<file path="src/rtl/pe_link_pkg.sv">
// Shared definitions for the inter-tile PE link (tx and rx ends).
// The link word is valid, then credit, then payload, from MSB down.
package pe_link_pkg;

  localparam int DEF_LINK_WIDTH  = 130;
  localparam int DEF_DATA_WIDTH  = 128;
  localparam int LINK_VALID_BIT  = 129;
  localparam int LINK_CREDIT_BIT = 128;
  localparam int LINK_DATA_MSB   = 127;

  typedef struct packed {
    logic                   valid;
    logic                   credit;
    logic [LINK_DATA_MSB:0] data;
  } link_word_t;

  typedef enum logic {
    TX_IDLE = 1'b0,
    TX_RUN  = 1'b1
  } tx_state_t;

endpackage

</file>
<file path="src/rtl/pe_credit_counter.sv">
// Saturating up/down credit counter, starts full at RX_DEPTH.
// An increment while already full is dropped and flagged on ovf_pulse.
module pe_credit_counter #(
  parameter int RX_DEPTH  = 8,
  parameter int CNT_WIDTH = 4
) (
  input  logic                 clk,
  input  logic                 reset,
  input  logic                 dec,
  input  logic                 inc,
  output logic [CNT_WIDTH-1:0] count,
  output logic                 nonzero,
  output logic                 ovf_pulse
);

  localparam logic [CNT_WIDTH-1:0] FULL = CNT_WIDTH'(RX_DEPTH);
  localparam logic [CNT_WIDTH-1:0] ONE  = CNT_WIDTH'(1);

  logic [CNT_WIDTH-1:0] count_q;
  logic [CNT_WIDTH-1:0] count_d;

  // Simultaneous dec and inc cancel; callers never dec at zero.
  always_comb begin
    count_d   = count_q;
    ovf_pulse = 1'b0;
    if (dec && !inc) begin
      count_d = count_q - ONE;
    end else if (inc && !dec) begin
      if (count_q == FULL) ovf_pulse = 1'b1;
      else                 count_d   = count_q + ONE;
    end
  end

  always_ff @(posedge clk) begin
    if (reset) count_q <= FULL;
    else       count_q <= count_d;
  end

  assign count   = count_q;
  assign nonzero = (count_q != '0);

endmodule

</file>
<file path="src/rtl/pe_link_tx.sv">
// Transmit end of the PE link: credit-gated valid/ready to registered link word,
// plus one-cycle forwarding of the local receiver's credit return.
//
// state   | meaning
// TX_IDLE | waiting for first ap_start, s_ready held low
// TX_RUN  | transmitting whenever credits are available
module pe_link_tx
  import pe_link_pkg::*;
#(
  parameter int LINK_WIDTH = DEF_LINK_WIDTH,
  parameter int DATA_WIDTH = DEF_DATA_WIDTH,
  parameter int RX_DEPTH   = 8,
  parameter int CNT_WIDTH  = 4
) (
  input  logic                  clk,
  input  logic                  reset,
  input  logic                  ap_start,
  input  logic [DATA_WIDTH-1:0] s_data,
  input  logic                  s_valid,
  output logic                  s_ready,
  input  logic                  local_credit_ret,
  input  logic [LINK_WIDTH-1:0] in_from_peer,
  output logic [LINK_WIDTH-1:0] out_to_peer,
  output logic [CNT_WIDTH-1:0]  credits,
  output logic [31:0]           tx_count,
  output logic                  err_credit_ovf
);

  tx_state_t  state_q;
  tx_state_t  state_d;
  logic       started;
  logic       crd_in;
  logic       send;
  logic       cnt_nonzero;
  logic       ovf_pulse;
  link_word_t out_d;
  link_word_t out_q;
  logic       unused_peer;

  always_ff @(posedge clk) begin
    if (reset) state_q <= TX_IDLE;
    else       state_q <= state_d;
  end

  always_comb begin
    state_d = state_q;
    case (state_q)
      TX_IDLE: if (ap_start) state_d = TX_RUN;
      TX_RUN:  state_d = TX_RUN;
      default: state_d = TX_IDLE;
    endcase
  end

  always_comb begin
    started = (state_q == TX_RUN);
  end

  // Only the credit bit of the reverse link matters on this end.
  assign crd_in      = in_from_peer[LINK_CREDIT_BIT];
  assign unused_peer = ^{in_from_peer[LINK_WIDTH-1:LINK_CREDIT_BIT+1],
                         in_from_peer[LINK_DATA_MSB:0]};

  pe_credit_counter #(
    .RX_DEPTH (RX_DEPTH),
    .CNT_WIDTH(CNT_WIDTH)
  ) u_credit (
    .clk      (clk),
    .reset    (reset),
    .dec      (send),
    .inc      (crd_in),
    .count    (credits),
    .nonzero  (cnt_nonzero),
    .ovf_pulse(ovf_pulse)
  );

  assign s_ready = started && cnt_nonzero;
  assign send    = s_valid && s_ready;

  always_comb begin
    out_d.valid  = send;
    out_d.credit = local_credit_ret;
    out_d.data   = send ? s_data : '0;
  end

  always_ff @(posedge clk) begin
    if (reset) begin
      out_q          <= '0;
      tx_count       <= '0;
      err_credit_ovf <= 1'b0;
    end else begin
      out_q <= out_d;
      if (send)      tx_count       <= tx_count + 32'd1;
      if (ovf_pulse) err_credit_ovf <= 1'b1;
    end
  end

  assign out_to_peer = out_q;

endmodule
</file>
<file path="config.mk">
export PLATFORM = sky130hd
export DESIGN_NAME = pe_link_tx
export DESIGN_NICKNAME = d
export VERILOG_FILES = /design/src/rtl/pe_link_pkg.sv /design/src/rtl/pe_credit_counter.sv /design/src/rtl/pe_link_tx.sv
export SDC_FILE = /design/constraint.sdc
export NUM_CORES = 1
export LEC_CHECK = 0
export CORE_AREA = 10 10 161 163
export DETAILED_ROUTE_END_ITERATION = 10
export DIE_AREA = 0 0 171 173
export SYNTH_ARGS = -nofsm -noshare
export SYNTH_HDL_FRONTEND = slang
export SYNTH_SLANG_ARGS = --single-unit
</file>
<file path="constraint.sdc">
create_clock -name clk -period 3.39 [get_ports clk]
set_input_delay 0.5085 -clock clk [delete_from_list [all_inputs] [get_ports clk]]
set_output_delay 0.5085 -clock clk [all_outputs]
set_load 0.01 [all_outputs]
</file>
=== After elaboration in Yosys (flattened, before gate mapping) ===
Index checks and enable logic that the tools add are counted.

* Logic and storage cells: 32
* Register bits after elaboration: 168
* Input bits: 263
* Output and inout bits: 168

* Bitwise logic cells: 2
* Reductions and logical operators: 10
* Muxes and demuxes: 8
* Add/sub/neg operators: 3
* Eq/ne operators: 2

{| class="wikitable"
|+ Operator list
! cell !! number
|-
| $add 32x1->32 const B || 1
|-
| $mux 4 || 3
|-
| $add 4x1->4 const B || 1
|-
| $eq 4x4->1 const B || 1
|-
| $logic_and 1x1->1 || 4
|-
| $mux 1 || 4
|-
| $reduce_bool 4->1 || 1
|-
| $sub 4x1->4 const B || 1
|-
| $logic_not 1->1 || 2
|-
| $ne 2x1->1 const B || 1
|-
| $not 1->1 || 2
|-
| $pmux 1 s2 || 1
|-
| $reduce_and 2->1 || 1
|-
| $reduce_bool 2->1 || 1
|-
| $reduce_or 2->1 || 1
|}

=== Longest topological paths before layout ===
* Depth after elaboration: 7
* Gate-level depth with buffers: 13
* Gate-level depth less buffers: 11

=== Cells and area by module ===
From an unflattened synthesis, not the netlist that was laid out.

* Cell total of the unflattened synthesis: 502
* Area total of the unflattened synthesis: 5,392.7 um^2

{| class="wikitable"
|+ By module, submodules not included
! module !! seq. area each (um^2) !! cells an instance !! times used !! area an instance (um^2)
|-
| pe_link_tx || 3,283.1 || 464 || 1 || 5,054.8
|-
| pe_credit_counter || 80.1 || 38 || 1 || 337.8
|}

=== Worst setup path before layout ===
No wires, ideal clock.

* Path kind: register to register
* Start point: reg u_credit.count_q[1] (netlist: u_credit.count[1])
* End point: reg u_credit.count_q[2] (netlist: u_credit.count[2])
* Required time: 3.320 ns
* Data arrival time: 2.766 ns
* Stages on the path, launching flop included: 14
* Period minus slack after synthesis: 2.837 ns
* Path slack: 0.553 ns
* Setup time: 0.070 ns
* Buffers on the path: 2
* Cells stage by stage: dfxtp_1 buf_2 o41ai_2 clkinv_1 nand2_1 buf_2 inv_1 ha_1 xor2_1 ha_1 a21oi_1 xor2_1 or3b_2 a21oi_1

* Longest elaborated chain between the ends: 7
* Elaborated cells on any way between the ends: 15
* Classes of those cells: add/sub (2); eq/ne (2); mux (3); reduce/logical (8)

{| class="wikitable"
|+ RTL lines
! element !! line !! source
|-
| start: declaration || pe_credit_counter.sv:19 || <nowiki>logic [CNT_WIDTH-1:0] count_q;</nowiki>
|-
| start signal: assignment || pe_credit_counter.sv:36 || <nowiki>else count_q <= count_d;</nowiki>
|-
| $reduce_bool 4->1 (*) || pe_credit_counter.sv:40 || <nowiki>assign nonzero = (count_q != '0);</nowiki>
|-
| $logic_and 1x1->1 (*) || pe_link_tx.sv:76 || <nowiki>assign s_ready = started && cnt_nonzero;</nowiki>
|-
| net s_ready || pe_link_tx.sv:20 || <nowiki>output logic s_ready,</nowiki>
|-
| $logic_and 1x1->1 (*) || pe_link_tx.sv:77 || <nowiki>assign send = s_valid && s_ready;</nowiki>
|-
| net send || pe_link_tx.sv:33 || <nowiki>logic send;</nowiki>
|-
| $logic_not 1->1 || pe_credit_counter.sv:28 || <nowiki>end else if (inc && !dec) begin</nowiki>
|-
| $logic_and 1x1->1 || pe_credit_counter.sv:28 ||
|-
| $reduce_bool 2->1 (no source line) || n/a ||
|-
| $reduce_and 2->1 (no source line) || n/a ||
|}

The timed path passes the listed nets; every way through them passes the cells marked *. The select of a mux whose other input is x is not followed.
A chain may end at the register's enable or synchronous reset.

=== Worst setup path in the final report ===
* Start point: reg u_credit.count_q[0] (netlist: u_credit.count[0])
* End point: reg u_credit.count_q[2] (netlist: u_credit.count[2])

* Longest elaborated chain between the ends: 7
* Elaborated cells on any way between the ends: 15
* Classes of those cells: add/sub (2); eq/ne (2); mux (3); reduce/logical (8)

{| class="wikitable"
|+ RTL lines
! element !! line
|-
| $reduce_bool 4->1 (*) || pe_credit_counter.sv:40
|-
| $logic_and 1x1->1 (*) || pe_link_tx.sv:76
|-
| $logic_and 1x1->1 (*) || pe_link_tx.sv:77
|-
| net send || pe_link_tx.sv:33
|-
| $logic_not 1->1 || pe_credit_counter.sv:28
|-
| $logic_and 1x1->1 || pe_credit_counter.sv:28
|-
| $reduce_bool 2->1 (no source line) || n/a
|-
| $reduce_and 2->1 (no source line) || n/a
|}

Marked as above.

==> metrics <==
FF-to-FF setup slack=0.62 ns; Seq/Total Area, Yosys=61.4%; synthesized area per cell=10.7 um^2; layout cell share with drive strength beyond 1=6.17%; Synth area leader=dfxtp_1; TritonCTS Buffers=17; Synth Instances=513; final hold vios=0; Worst EP arrival=3.12 ns; CTS Root Cell=clkbuf_16; Slew headroom=46.6%; cts repair resizes=0; Initial DRT Pass Iterations=4; most numerous cell in the Yosys netlist=dfxtp_1; worst skew pair latency=0.42 ns; largest fanout on the critical path=8; top cells by count, synth=168 x dfxtp_1, 130 x and2_1, 22 x nor2_1, 21 x a21oi_1, 21 x clkbuf_1; Startpoint Class=register; Cell Area, Synth=5480 um^2; initial antenna violation count=1; die height=173 um; CTS tree=yes; CP bufs+invs=2; Fin Setup TNS=0 ns; final antenna-violating net count=0; Post-synth ARST share=0%; via count of the first global-routing pass=4601; Synth Warn #=0; Overflow after GRT=0; Post-Syn Nets=781; H-tree levels=4; Sink Count=168; fmax=361 MHz; synthesized flop and latch total=168; cell depth of the worst flop-to-flop path=11; Via density=4.16; Core Rows=55; IO Port Bufs=301; RSZ-0062 raised after global routing=no; crit path kind=register to register; peak supply drop=0.263 mV; EDFF count, synth=0; final worst path period share=81.6%; Synth Flop Type=dfxtp_1; Final HPWL DP=15100 um; Post-CTS Setup Inserts=0; Overall Global Routing Usage=13.0%; Slew Viols, Final=0; Maximum Capacitance Violations=0; Wirelength per Cell=17.4 um; num ports=431; CP Depth=11; Setup WS pre-CTS=0.572 ns; synth top area cells=dfxtp_1 61%, and2_1 15%, a21oi_1 1.9%, nand4_1 1.7%, nor2_1 1.5%; crit-path leading delay family=compound AO/OA/AOI/OAI gates; Core ar.=22600 um^2; status=finished clean; final wirelength=19300 um; Post-CTS Hold Buffers=0; hold crit path type=input port to register; largest net degree at the start of global routing=60; Initial Util=24.3%; fin nets=1082; worst slew pin tran=0.794 ns; post-synth top area share=61.4%; endpoints failing setup=0; Die ar.=29600 um^2; Worst setup EP type=register; Clock Pin Slew Worst Setup and Hold Paths=0.08 ns; clock buffer depth=2; critical-path cell list=o41ai_2 > clkinv_1 > nand2_1 > inv_1 > ha_1 > xor2_1 > ha_1 > a21oi_1 > xor2_1 > or3b_2 > a21oi_1; Final min period=2.77 ns; skew final=0.0146 ns; library cells used by synthesis=35; worst setup margin=0.623 ns; Placer Congestion=0.773; DRC Markers=0; PwrDens=458 nW/um^2; die width=171 um; total number of vias=4633; CP max stage delay=0.43 ns; initial DRC count=233; Layout area overhead=71.8%; slowest cell on the critical path=or3b_2; CP Data Required Time=3.75 ns; leakage=3.49 nW; worst hold stages=2; first-pass GRT wire length=29300 um
-- flip-flops by register name, indices dropped and copies added (netlist names) --
signal,flops
err_credit_ovf,1
out_to_peer,130
started,1
tx_count,32
u_credit.count,4
-- metal layers --
layer | GRT usage, % | wire [um] | vias to the layer above | part of all wire [%]
met2 | 21.2 | 9290 | 202 | 48
met1 | 13.4 | 7240 | 2098 | 37
li1 | - | - | 2321 | -
met3 | 7.79 | 2540 | 12 | 13
met4 | 4.64 | 252 | 0 | 1.3
met5 | 0 | 0 | - | 0
-- cells in the final DEF (no fill, tap or decap), types with 8 or more instances in the layout --
cell type / count
clkdlybuf4s50_1: 300
dfxtp_1: 168
and2_1: 130
a21oi_1: 21
nor2_1: 21
clkbuf_16: 17
nand4_1: 15
nand2_1: 13
nand3_1: 12
or4_1: 11
xor2_1: 9
nor2b_1: 9
o21ai_0: 8
nor4_1: 8
o31ai_1: 8
-- power by group --
group | leakage [nW] | switching, mW | internal (mW)
registers | 1.36 | 0.0176 | 2.01
clock network | 0.293 | 0.942 | 0.998
logic | 1.84 | 0.108 | 0.233
total | 3.49 | 1.07 | 3.24
-- area by class of cell --
cell class              instances  area, um^2
flip-flops and latches        168        3360
diodes                          1        2.50
multi-input cells             313        1990
fillers                      2234       13200
well taps                     285         357
clock buffers                  17         425
inverters                       7        26.3
repair buffers                307        3070
clock inverters                15         173
-- per-stage QoR --
step | utilization [%] | hold WS (ns) | cell area [um^2] | std cells | power [mW]
after floorplan | - | 0.498 | 5480 | 513 | 2.16
after global placement | 39.0 | 0.468 | 8810 | 1080 | 2.42
after detailed placement | 39.0 | 0.478 | 8810 | 1080 | 2.42
after CTS | 41.7 | 0.373 | 9400 | 1112 | 4.39
after global routing | 41.7 | 0.373 | 9410 | 1113 | 4.50
final | 41.7 | 0.381 | 9410 | 1113 | 4.31
-- path summary, 6_finish.rpt --
path,from,end
setup / recovery,u_credit.count[0],u_credit.count[2]
hold reg to reg,err_credit_ovf,err_credit_ovf
hold / removal,reset,out_to_peer[129]
setup reg to reg,u_credit.count[0],u_credit.count[2]
-- kinds of logic (layout without fill, tap and decap cells) --
family / after synthesis / in the layout / synth area share [%]
compound gates: 41 / 41 / 4.48
xor+xnor: 12 / 12 / 1.92
fa+ha+maj: 5 / 5 / 1.14
buf+inv: 32 / 346 / 2.29
flops: 168 / 168 / 61.4
mux: 8 / 8 / 1.62
other cells: 0 / 1 / 0
simple gates: 247 / 247 / 27.1
Note: power is estimated with default switching activity, not from simulation.
